<file path="src/rtl/proc_core_gen_pkg.sv">
// Shared opcode/state encodings and instruction field widths for the accumulator core.
package proc_core_gen_pkg;

    localparam int unsigned OpBits  = 4;
    localparam int unsigned RegBits = 4;

    typedef enum logic [OpBits-1:0] {
        OpNop  = 4'h0,
        OpLdi  = 4'h1,
        OpLd   = 4'h2,
        OpSt   = 4'h3,
        OpMovr = 4'h4,
        OpMova = 4'h5,
        OpAdd  = 4'h6,
        OpSub  = 4'h7,
        OpMul  = 4'h8,
        OpIncr = 4'h9,
        OpJz   = 4'hA,
        OpJmp  = 4'hB,
        OpCmp  = 4'hC,
        OpLdr  = 4'hD,
        OpStr  = 4'hE,
        OpHalt = 4'hF
    } opcode_e;

    typedef enum logic [1:0] {
        StFetch  = 2'd0,
        StExec   = 2'd1,
        StMem    = 2'd2,
        StHalted = 2'd3
    } state_e;

endpackage

</file>
<file path="src/rtl/proc_core_gen_regfile.sv">
// General register file: one shared read/write index, write or increment-in-place.
module proc_core_gen_regfile
    import proc_core_gen_pkg::*;
#(
    parameter int unsigned WIDTH = 8,
    parameter int unsigned NREG  = 8
) (
    input  logic               clk,
    input  logic               rst,
    input  logic [RegBits-1:0] addr,
    output logic [WIDTH-1:0]   rdata,
    input  logic               we,
    input  logic               inc,
    input  logic [WIDTH-1:0]   wdata
);

    logic [WIDTH-1:0] regs_q [NREG];

    // Indices at or above NREG match no entry: reads give 0, writes vanish.
    always_comb begin
        rdata = '0;
        for (int i = 0; i < int'(NREG); i++) begin
            if (addr == RegBits'(i)) rdata = regs_q[i];
        end
    end

    always_ff @(posedge clk or posedge rst) begin
        if (rst) begin
            for (int i = 0; i < int'(NREG); i++) regs_q[i] <= '0;
        end else begin
            for (int i = 0; i < int'(NREG); i++) begin
                if (addr == RegBits'(i)) begin
                    if (we) begin
                        regs_q[i] <= wdata;
                    end else if (inc) begin
                        regs_q[i] <= regs_q[i] + WIDTH'(1);
                    end
                end
            end
        end
    end

endmodule

</file>
<file path="src/rtl/proc_core_gen.sv">
// Multicycle accumulator core with req/ack instruction fetch and data access.
module proc_core_gen
    import proc_core_gen_pkg::*;
#(
    parameter int unsigned WIDTH = 8,
    parameter int unsigned AW    = 8,
    parameter int unsigned NREG  = 8,
    parameter int unsigned IW    = AW + 8
) (
    input  logic             Clk,
    input  logic             Rst,
    output logic             irom_req,
    output logic [AW-1:0]    irom_addr,
    input  logic             irom_ack,
    input  logic [IW-1:0]    irom_data,
    output logic             dram_req,
    output logic             dram_we,
    output logic [AW-1:0]    dram_addr,
    output logic [WIDTH-1:0] dram_wdata,
    input  logic             dram_ack,
    input  logic [WIDTH-1:0] dram_rdata,
    output logic             halted,
    output logic             zflag
);

    state_e             state_q, state_d;
    logic [AW-1:0]      pc_q, pc_d, maddr_q, maddr_d;
    logic [WIDTH-1:0]   ac_q, ac_d, alu_res;
    logic [IW-1:0]      ir_q, ir_d;
    logic               z_q, z_d, mwe_q, mwe_d;
    logic               rf_we, rf_inc;
    logic [WIDTH-1:0]   rf_rdata;
    opcode_e            op;
    logic [RegBits-1:0] rsel;
    logic [AW-1:0]      imm;

    assign op   = opcode_e'(ir_q[IW-1 -: OpBits]);
    assign rsel = ir_q[IW-OpBits-1 -: RegBits];
    assign imm  = ir_q[AW-1:0];

    proc_core_gen_regfile #(
        .WIDTH (WIDTH),
        .NREG  (NREG)
    ) u_regfile (
        .clk   (Clk),
        .rst   (Rst),
        .addr  (rsel),
        .rdata (rf_rdata),
        .we    (rf_we),
        .inc   (rf_inc),
        .wdata (ac_q)
    );

    always_ff @(posedge Clk or posedge Rst) begin
        if (Rst) begin
            state_q <= StFetch;
            pc_q    <= '0;
            ac_q    <= '0;
            z_q     <= 1'b0;
            ir_q    <= '0;
            maddr_q <= '0;
            mwe_q   <= 1'b0;
        end else begin
            state_q <= state_d;
            pc_q    <= pc_d;
            ac_q    <= ac_d;
            z_q     <= z_d;
            ir_q    <= ir_d;
            maddr_q <= maddr_d;
            mwe_q   <= mwe_d;
        end
    end

    always_comb begin
        state_d = state_q;
        pc_d    = pc_q;
        ac_d    = ac_q;
        z_d     = z_q;
        ir_d    = ir_q;
        maddr_d = maddr_q;
        mwe_d   = mwe_q;
        rf_we   = 1'b0;
        rf_inc  = 1'b0;
        alu_res = '0;
        unique case (state_q)
            StFetch: begin
                if (irom_ack) begin
                    ir_d    = irom_data;
                    pc_d    = pc_q + AW'(1);
                    state_d = StExec;
                end
            end
            StExec: begin
                state_d = StFetch;
                case (op)
                    OpLdi: ac_d = WIDTH'(imm);
                    OpLd, OpSt: begin
                        maddr_d = imm;
                        mwe_d   = (op == OpSt);
                        state_d = StMem;
                    end
                    OpLdr, OpStr: begin
                        maddr_d = AW'(rf_rdata);
                        mwe_d   = (op == OpStr);
                        state_d = StMem;
                    end
                    OpMovr: rf_we = 1'b1;
                    OpMova: ac_d = rf_rdata;
                    OpAdd, OpSub, OpMul: begin
                        if (op == OpAdd)      alu_res = ac_q + rf_rdata;
                        else if (op == OpSub) alu_res = ac_q - rf_rdata;
                        else                  alu_res = ac_q * rf_rdata;
                        ac_d = alu_res;
                        z_d  = (alu_res == '0);
                    end
                    OpIncr: rf_inc = 1'b1;
                    OpJz:   if (z_q) pc_d = imm;
                    OpJmp:  pc_d = imm;
                    OpCmp:  z_d = (ac_q == rf_rdata);
                    OpHalt: state_d = StHalted;
                    default: ;
                endcase
            end
            StMem: begin
                if (dram_ack) begin
                    if (!mwe_q) ac_d = dram_rdata;
                    state_d = StFetch;
                end
            end
            StHalted: ;
            default: state_d = StFetch;
        endcase
    end

    // Request is held low while reset is asserted so it rises only once reset releases.
    assign irom_req   = (state_q == StFetch) && !Rst;
    assign irom_addr  = pc_q;
    assign dram_req   = (state_q == StMem);
    assign dram_we    = mwe_q;
    assign dram_addr  = maddr_q;
    assign dram_wdata = ac_q;
    assign halted     = (state_q == StHalted);
    assign zflag      = z_q;

endmodule

</file>
<file path="config.mk">
export PLATFORM = sky130hd
export DESIGN_NAME = proc_core_gen
export DESIGN_NICKNAME = d
export VERILOG_FILES = /design/src/rtl/proc_core_gen_pkg.sv /design/src/rtl/proc_core_gen_regfile.sv /design/src/rtl/proc_core_gen.sv
export SDC_FILE = /design/constraint.sdc
export NUM_CORES = 1
export LEC_CHECK = 0
export ABC_CLOCK_PERIOD_IN_PS = 7200
export CORE_MARGIN = 2
export CORE_UTILIZATION = 40
export CTS_CLUSTER_SIZE = 14
export DETAILED_ROUTE_END_ITERATION = 10
export PLACE_DENSITY = 0.68
export SLEW_MARGIN = 20
export SYNTH_ARGS = -nofsm -noshare
export SYNTH_HDL_FRONTEND = slang
export SYNTH_HIERARCHICAL = 1
export SYNTH_SLANG_ARGS = --single-unit
export TNS_END_PERCENT = 5
</file>
<file path="constraint.sdc">
create_clock -name Clk -period 7.2 [get_ports Clk]
set_clock_uncertainty 0.15 [all_clocks]
set_input_delay 1.44 -clock Clk [delete_from_list [all_inputs] [get_ports Clk]]
set_output_delay 1.44 -clock Clk [all_outputs]
set_load 0.05 [all_outputs]
</file>
### After elaboration in Yosys (flattened, before gate mapping)

Index checks and enable logic that the tools add are counted.

| storage, ports and cells | value |
|---|---|
| bits in latches | 0 |
| memory bits (writable) | 0 |
| bits in read-only memories | 0 |
| output and inout bits | 29 |
| flip-flop bits (word level) | 108 |
| memories | 0 |

| operators by class | value |
|---|---|
| equal/unequal tests | 32 |
| shift-type cells | 0 |
| add/subtract/negate cells | 11 |
| mux-type cells | 47 |
| reduce and logical (&&, ||, !) cells | 29 |
| bitwise gates (word level) | 0 |
| magnitude comparators | 0 |
| div/mod/pow operators | 0 |
| $mul | 1 |

Operators with widths:

| operator | count |
|---|---|
| 8-bit two-way mux | 32 |
| 8-bit by 1-bit adder with 8-bit output, second input constant | 9 |
| 8-bit case mux with 2 select lines | 4 |
| 4-bit by 3-bit equality test with 1-bit output, second input constant | 8 |
| 4-bit equality test, second input constant | 8 |
| 8-bit case mux with 3 select lines | 1 |
| 2-bit AND reduction | 11 |
| 4-bit by 2-bit equality test with 1-bit output, second input constant | 4 |
| 2-bit nonzero test | 5 |
| 8-bit adder | 1 |
| 4-bit by 1-bit equality test with 1-bit output, second input constant | 2 |
| 8-bit equality test | 1 |
| 8-bit zero test | 1 |
| 8-bit by 8-bit multiplier with 8-bit output | 1 |
| 4-bit AND reduction | 2 |
| 8-bit subtractor | 1 |
| 2-bit case mux with 3 select lines | 1 |
| 2-bit equality test, second input constant | 2 |
| 4-bit zero test | 1 |
| 1-bit two-way mux | 4 |
| 2-bit two-way mux | 2 |
| 2-bit inequality test, second input constant | 2 |
| 4-bit by 1-bit inequality test with 1-bit output, second input constant | 1 |
| 1-bit case mux with 2 select lines | 2 |
| 13 further kinds | 14 |

### Logic depth before layout (Yosys ltp)

Gate-level depths: netlist of the first run.

| logic depth | value |
|---|---|
| word-level depth | 16 |
| mapped depth | 23 |
| depth with buffers taken out | 21 |

### By module

The synthesis of the first run kept the hierarchy.

Modules (own cells, without submodules):

| module | area an instance (sq um) | cells an instance | times used |
|---|---|---|---|
| proc_core_gen_regfile | 4205.3 | 489 | 1 |
| proc_core_gen | 4113.9 | 472 | 1 |

### Worst setup path before layout of the first run

OpenSTA, ideal clock, no wires.

| timing | value |
|---|---|
| path type | register to register |
| from | register ir_q[9] |
| to | register ac_q[7], in the netlist dram_wdata[7] |
| path slack | 2.022 ns |
| arrival time | 4.898 ns |
| stages on the path, launching flop included | 21 |
| path buffers | 2 |
| path through | dfrtp_1 buf_4 buf_4 mux2i_1 o31a_1 nor3_1 ha_1 inv_1 fa_1 inv_1 ha_1 fa_1 inv_1 fa_1 inv_1 ha_1 a21oi_1 xnor2_2 xnor2_1 a2111oi_2 a21oi_1 |

| on the way | value |
|---|---|
| word-level cells in the longest chain between the ends | 16 |
| elaborated cells on any way between the ends | 25 |

RTL lines:

| element | line | source |
|---|---|---|
| start: declaration | proc_core_gen.sv:29 | `logic [IW-1:0] ir_q, ir_d;` |
| start signal: assignment | proc_core_gen.sv:68 | `ir_q <= ir_d;` |
| 4-bit zero test | proc_core_gen_regfile.sv:23 | `if (addr == RegBits'(i)) rdata = regs_q[i];` |
| 8-bit two-way mux (7 in series) | proc_core_gen_regfile.sv:23 |  |
| 8-bit two-way mux * | proc_core_gen_regfile.sv:23 |  |
| net rf_rdata[3] | proc_core_gen.sv:32 | `logic [WIDTH-1:0] rf_rdata;` |
| 8-bit by 8-bit multiplier with 8-bit output or 8-bit subtractor (tied branches) | proc_core_gen.sv:112, proc_core_gen.sv:111 |  |
| 8-bit two-way mux | proc_core_gen.sv:111 | `else if (op == OpSub) alu_res = ac_q - rf_rdata;` |
| 8-bit two-way mux * | proc_core_gen.sv:110 | `if (op == OpAdd) alu_res = ac_q + rf_rdata;` |
| 8-bit two-way mux * | proc_core_gen.sv:95 | `case (op)` |
| 8-bit two-way mux * | proc_core_gen.sv:85 | `unique case (state_q)` |
| 8-bit case mux with 3 select lines * | proc_core_gen.sv:95 |  |
| 8-bit case mux with 2 select lines * | proc_core_gen.sv:85 |  |
| end signal: assignment | proc_core_gen.sv:58 | `ac_q <= '0;` |
| end signal: assignment | proc_core_gen.sv:66 | `ac_q <= ac_d;` |
| end: declaration | proc_core_gen.sv:28 | `logic [WIDTH-1:0] ac_q, ac_d, alu_res;` |

Mark *: on every way through the listed nets, which the timed path passes. The rest lies on a longest branch. The select of a mux whose other input is x is not followed.
A chain may end at the register's enable or synchronous reset.

### Final worst setup path of the first run

| timing | value |
|---|---|
| from | register ir_q[10] |
| to | register ac_q[7], in the netlist dram_wdata[7] |

Same word-level chain as after synthesis.

==> results of run 1 <==
==> metal layers <==
metal	wire (um)	GRT usage [%]	part of all wire, %	vias to the layer above
met4	567	7.00	2.4	0
met1	10900	31.1	45	3629
met3	1560	3.56	6.5	47
li1	-	-	-	3514
met5	0	0	0	-
met2	10900	34.0	46	280
==> worst min-delay path by stage <==
stage / from / to / slack (ps) / depth (start not counted)
global route: dram_addr[0]$_DFFE_PP0P_ / dram_addr[0]$_DFFE_PP0P_ / 380 / 2
global placement: dram_addr[6]$_DFFE_PP0P_ / dram_addr[6]$_DFFE_PP0P_ / 350 / 2
floorplan: u_regfile/regs_q[53]$_DFFE_PP0P_ / u_regfile/regs_q[53]$_DFFE_PP0P_ / 320 / 2
detailed placement: dram_addr[6]$_DFFE_PP0P_ / dram_addr[6]$_DFFE_PP0P_ / 350 / 2
finish: dram_addr[6]$_DFFE_PP0P_ / dram_addr[6]$_DFFE_PP0P_ / 360 / 2
CTS: dram_addr[6]$_DFFE_PP0P_ / dram_addr[6]$_DFFE_PP0P_ / 360 / 2
==> through the flow <==
step                      instance area (um^2)  worst slack [ps]  cells  util [%]  hold WS [ps]
final                                     9250              1410   1254      45.6           358
after global routing                      9250               942   1254      45.6           380
after CTS                                 9250              1440   1254      45.5           365
after detailed placement                  8950              1450   1238      44.1           349
after global placement                    8950              1590   1238      44.1           348
after floorplan                           8320              2020    961         -           319
==> where the power goes <==
group,total (W),internal [W],switching [W]
clock,0.000510,0.000272,0.000237
sequential,0.00115,0.000788,0.000359
combinational,0.00223,0.000870,0.00136
==> state kept, by name, summed over array words and instances (netlist names) <==
name,count
dram_wdata,8
dram_addr,8
irom_addr,8
ir_q,16
dram_we,1
state_q,2
u_regfile/regs_q,64
zflag,1
==> cell usage in the layout, fill, tap and decap left out, types with 5 or more instances in the layout <==
master           count
a211oi_1             7
a21o_1               6
a21oi_1             90
a22o_1               5
a22oi_1              9
a2bb2oi_1           15
a31o_2               5
a31oi_1             28
and2_1              11
and3_1              18
buf_4                6
clkbuf_16            9
clkdlybuf4s50_1     56
dfrtp_1            108
fa_1                14
ha_1                43
inv_1               55
mux2_2              17
mux2i_1             24
nand2_1             93
nand2b_1            13
nand3_1             36
nand4_1              9
nor2_1              68
nor2b_1             14
nor3_1              14
o211ai_1             6
o21a_1              13
o21ai_0             65
o22a_1               9
o22ai_1              6
o31ai_1             16
xnor2_1             16
xor2_1               6
==> cells by family after synthesis <==
kind of cell               after synthesis  synth area share [%]
AOI/OAI and AO/OA                      309                  24.0
and+or+nand+nor                        304                  18.3
buffers and inverters                  114                  6.47
DFF                                    108                  32.5
adders and majority gates               57                  9.84
muxes                                   46                  6.41
xor gates and xnor gates                23                  2.51
==> layout make-up <==
type	instances	area [um^2]
Fill cell	1965	11100
Multi-Input combinational cell	739	5090
Sequential cell	108	2700
Timing Repair Buffer	62	606
Tap cell	270	338
Clock buffer	11	233
Inverter	59	221
Clock inverter	5	61.3
==> worst min-delay path, delay by kind of cell, from the launching register on <==
family	cells	cell delay, ps
DFF	1	360
AOI/OAI and AO/OA	1	60
and+or+nand+nor	1	50
==> results.cfg, run 1 <==
[global_route]
track_usage_pct = 21.8
antenna_found_initial = 0
grt_pass1_wl_mm = 37.8
grt_start_max_net_pins = 65
grt_pass1_vias = 6856
gr-total-overflow = 0

[synthesis]
synthArstFlopShare_pct = 100
synth_edf_count = 0
synth_area_per_cell_um2 = 8.66
synth.ff_latch_count = 108
synthCells = 961
ys_top_cells_by_count = dfrtp_1 (108), nand2_1 (93), a21oi_1 (90)
netlist_top_cells_area = dfrtp_1 (32%), ha_1 (6.5%), a21oi_1 (5.4%)
netlist.area_leader.share_pct = 32.5
yosysWarnings = 6
synth_fp_nets = 1046
yosysMostFrequentCell = dfrtp_1
ys_seq_area_share_pct = 32.5
yosys.area.top_type = dfrtp_1
synth_ff_type = dfrtp_1
synth_area_mm2 = 0.00832
ys_types = 78

[floorplanning]
die_h_um = 148
coreArea_mm2 = 0.0203
die-area_mm2 = 0.0220
start_util_pct = 41.0
ios = 57
die_x_um = 148
rows = 52

[setup_path]
r2r_slack_ps = 1410
worstSetupPathDepth = 18
end_kind = register
path_common_cell = fa_1
worst-setup-path-type = reg -> reg
slowest_stage = dfrtp_1
critical_path_required_ps = 7290
critPathLaunch = ir_q[10]$_DFFE_PP0P_
timing.critical_path.cells = nor2b_1 > nand2_1 > nor2_1 > a221o_1 > nand2_1 > fa_1 > fa_1 > inv_1 > fa_1 > inv_1 > fa_1 > inv_1 > ha_1 > a21oi_1 > xnor2_2 > xnor2_1 > a2111oi_2 > a21oi_1
critPathMaxStageDelay_ps = 730
r2r_end = dram_wdata[7]$_DFFE_PP0P_
crit_family = adder cells
crit_buf_inv = 3
setup.worst_path.end = dram_wdata[7]$_DFFE_PP0P_
cp_max_fo = 21
r2r_start = ir_q[10]$_DFFE_PP0P_
crit_arrival_ps = 5880
critPathLaunchType = register
rr_worst_depth = 18

[detailed_routing]
via_per_inst = 5.96
first_iter_violations = 699
drcViolationCount = 0
ant_nets = 0
routed_wl_mm = 24.0
dr_total_vias = 7470
drt_pass1_iterations = 7
wl_per_cell_um = 19.1

[cts]
htree_levels = 3
clockBufferDepth = 2
cts_root_buf = clkbuf_16
cts.sinks = 108
cts_setup_buffers = 0
worstSkewPairLatency_ps = 360
post_cts_resized = 0
cts_hold_buf = 0
cts_tree = yes
path_clk_slew_ps = 80
cts_buffers = 9

[power_and_ir_drop]
p_leak_nw = 3.93
p_per_area_mw_per_mm2 = 420
total_power_w = 0.00389
irDropWorstVdd_mv = 0.140

[sta]
min_period_ps = 5790
setup_viol = 0
tightest_slew_ps = 1030
relSlewSlack_pct = 30.6
fmax_mhz = 173
fin_setup_tns_ps = 0
final_max_slew_viol_count = 0
rsz0062_at_grt = no
hold_viol = 0
period_share_pct = 80.4

[final_layout]
synthToLayoutAreaGrowth_pct = 11.2
antenna_cells = 0
drive_above_1_share_pct = 7.42
nNetsFinal = 1064

[flow_run]
drv_cap = 0

[status]
outcome = complete, no violations

[worst_hold_path]
worstHoldPathType = reg -> reg

[place]
globalplace.congestion = 0.905
io_buffers = 56
place_hpwl_mm = 16.9
(Power assumes the default switching activity.)
==> inputs of run 2 (changes only) <==
--- a/config.mk
+++ b/config.mk
@@ -5,7 +5,7 @@
 export SDC_FILE = /design/constraint.sdc
 export NUM_CORES = 1
 export LEC_CHECK = 0
-export ABC_CLOCK_PERIOD_IN_PS = 7200
+export ABC_CLOCK_PERIOD_IN_PS = 5500
 export CORE_MARGIN = 2
 export CORE_UTILIZATION = 40
 export CTS_CLUSTER_SIZE = 14
==> constraint.sdc (replaced) <==
create_clock -name Clk -period 5.5 [get_ports Clk]
set_clock_uncertainty 0.15 [all_clocks]
set_input_delay 1.1 -clock Clk [delete_from_list [all_inputs] [get_ports Clk]]
set_output_delay 1.1 -clock Clk [all_outputs]
set_load 0.05 [all_outputs]
==> run 2 against run 1 <==
Effect of this change:
- critical path type unchanged
- largest cell class unchanged
- die area stayed put
- first-iteration DRC count increased by 8.7%
- fmax increased by 12%
- highest routed layer unchanged
- power increased by 33%
- worst hold slack about the same
- clock power rose by 26%
- largest power group unchanged
- sequential power rose by 27%
- setup slack worse by 1100 ps
- non-clock buffer count rose by 19
==> results.cfg, run 2 (synthesis results as in run 1) <==
[setup_path]
slowest_stage = fa_1
crit_buf_inv = 3
r2r_start = ir_q[9]$_DFFE_PP0P_
path_common_cell = fa_1
worst-setup-path-type = reg -> reg
end_kind = register
r2r_slack_ps = 320
timing.critical_path.cells = nor2b_1 > a222oi_1 > a221o_1 > nand2_1 > fa_1 > fa_1 > inv_1 > fa_1 > inv_1 > fa_1 > inv_1 > ha_1 > a21oi_1 > xnor2_2 > xnor2_1 > a2111oi_2 > a21oi_1
r2r_end = dram_wdata[7]$_DFFE_PP0P_
rr_worst_depth = 17
crit_family = adder cells
cp_max_fo = 16
crit_arrival_ps = 5270
critPathMaxStageDelay_ps = 540
critPathLaunchType = register
critical_path_required_ps = 5590

[cts]
post_cts_resized = 0
cts_setup_buffers = 0
clockBufferDepth = 2
cts.sinks = 108
cts_buffers = 9
worstSkewPairLatency_ps = 360
htree_levels = 3
cts_tree = yes
cts_hold_buf = 0
cts_root_buf = clkbuf_16
path_clk_slew_ps = 80

[detailed_routing]
first_iter_violations = 760
via_per_inst = 5.97
drcViolationCount = 0
routed_wl_mm = 24.6
drt_pass1_iterations = 5
wl_per_cell_um = 19.3
ant_nets = 0
dr_total_vias = 7600

[sta]
rsz0062_at_grt = no
hold_viol = 0
setup_viol = 0
period_share_pct = 94.2
hold_ws_ps = 358
tightest_slew_ps = 969
final_max_slew_viol_count = 0
min_period_ps = 5180
fmax_mhz = 193
fin_setup_tns_ps = 0
layout_setup_ws_ps = 321
relSlewSlack_pct = 35.3

[floorplanning]
die-area_mm2 = 0.0220
rows = 52
die_x_um = 148
die_h_um = 148
ios = 57
start_util_pct = 41.0
coreArea_mm2 = 0.0203

[final_layout]
final_common_cell = dfrtp_1
largest_registers = u_regfile/regs_q (64), ir_q (16)
antenna_cells = 0
post_layout_nonfiller_instances = 1272
largest_register = u_regfile/regs_q
drive_above_1_share_pct = 9.48
nNetsFinal = 1083
final_cell_mix = dfrtp_1 (106), nand2_1 (93), a21oi_1 (90)
largest_reg_flops = 64
synthToLayoutAreaGrowth_pct = 12.9
nFillCells = 1982

[power_and_ir_drop]
pwr-share-clk_pct = 12.5
sw_frac_of_total_pct = 50.3
seq_power_share_pct = 28.2
p_int_w = 0.00257
p_comb_share_pct = 59.4
p_leak_nw = 4.03
p_per_area_mw_per_mm2 = 551
p_sw_w = 0.00260
total_power_w = 0.00517
irDropWorstVdd_mv = 0.203

[worst_hold_path]
worstHoldPathType = reg -> reg
hold_path.startpoint = dram_addr[1]$_DFFE_PP0P_
min_to = dram_addr[1]$_DFFE_PP0P_
hold_depth = 2

[place]
io_buffers = 56
pre_cts_slack_ps = 209
globalplace.congestion = 0.929
place_hpwl_mm = 17.8
placedCellCount = 1257

[global_route]
antenna_found_initial = 0
gr-total-overflow = 0
track_usage_pct = 22.8
grt_pass1_vias = 7256
grt_start_max_net_pins = 45
grt_pass1_wl_mm = 39.6

[status]
outcome = complete, no violations

[flow_run]
drv_cap = 0
==> run 2: area by class of cell <==
cell class	count	area [um^2]	area share, %
multi-input combinational	739	5090	54.1
inverter	59	221	2.36
tap	270	338	3.60
sequential	108	2710	28.8
clock buffer	10	239	2.54
clock inverter	5	43.8	0.466
timing repair buffer	81	761	8.10
==> run 2: power groups by stage <==
stage | sequential, W | combinational [W] | clock [W]
after floorplan | 0.00155 | 0.00209 | 0
after global placement | 0.00145 | 0.00300 | 0
after detailed placement | 0.00145 | 0.00303 | 0
after CTS | 0.00144 | 0.00305 | 0.000658
after global routing | 0.00149 | 0.00337 | 0.000691
final | 0.00146 | 0.00307 | 0.000644
==> run 2: how the worst max path moves through the flow <==
stage / from / to / slack (ps) / cells past startpoint
5_1_grt: ir_q[9]$_DFFE_PP0P_ / dram_wdata[7]$_DFFE_PP0P_ / 5 / 17
6_report: ir_q[9]$_DFFE_PP0P_ / dram_wdata[7]$_DFFE_PP0P_ / 320 / 17
2_1_floorplan: ir_q[9]$_DFFE_PP0P_ / dram_wdata[7]$_DFFE_PP0P_ / 320 / 20
4_1_cts: ir_q[9]$_DFFE_PP0P_ / dram_wdata[7]$_DFFE_PP0P_ / 180 / 20
3_5_place_dp: ir_q[9]$_DFFE_PP0P_ / dram_wdata[7]$_DFFE_PP0P_ / 210 / 20
3_3_place_gp: ir_q[9]$_DFFE_PP0P_ / dram_wdata[7]$_DFFE_PP0P_ / 300 / 17
==> run 2: worst reg2reg max path: stages, from the launching register on <==
cell and delay [ps]:
dfrtp_2 530, nor2b_1 230, a222oi_1 400, a221o_1 310
nand2_1 110, fa_1 470, fa_1 550, inv_1 50
fa_1 470, inv_1 50, fa_1 520, inv_1 40
ha_1 310, a21oi_1 220, xnor2_2 140, xnor2_1 110
a2111oi_2 300, a21oi_1 100
==> run 2: layer usage <==
layer	wire [um]	up-vias	global-route usage, %
met3	1770	46	4.17
met5	0	-	0
met2	11500	302	36.6
li1	-	3541	-
met4	645	0	7.57
met1	10700	3711	31.3
==> run 2: per-stage QoR <==
stage | utilization [%] | area [um^2]
global placement | 44.9 | 9110
CTS | 46.3 | 9390
floorplan | - | 8320
global route | 46.3 | 9400
finish | 46.3 | 9400
detailed placement | 44.9 | 9110
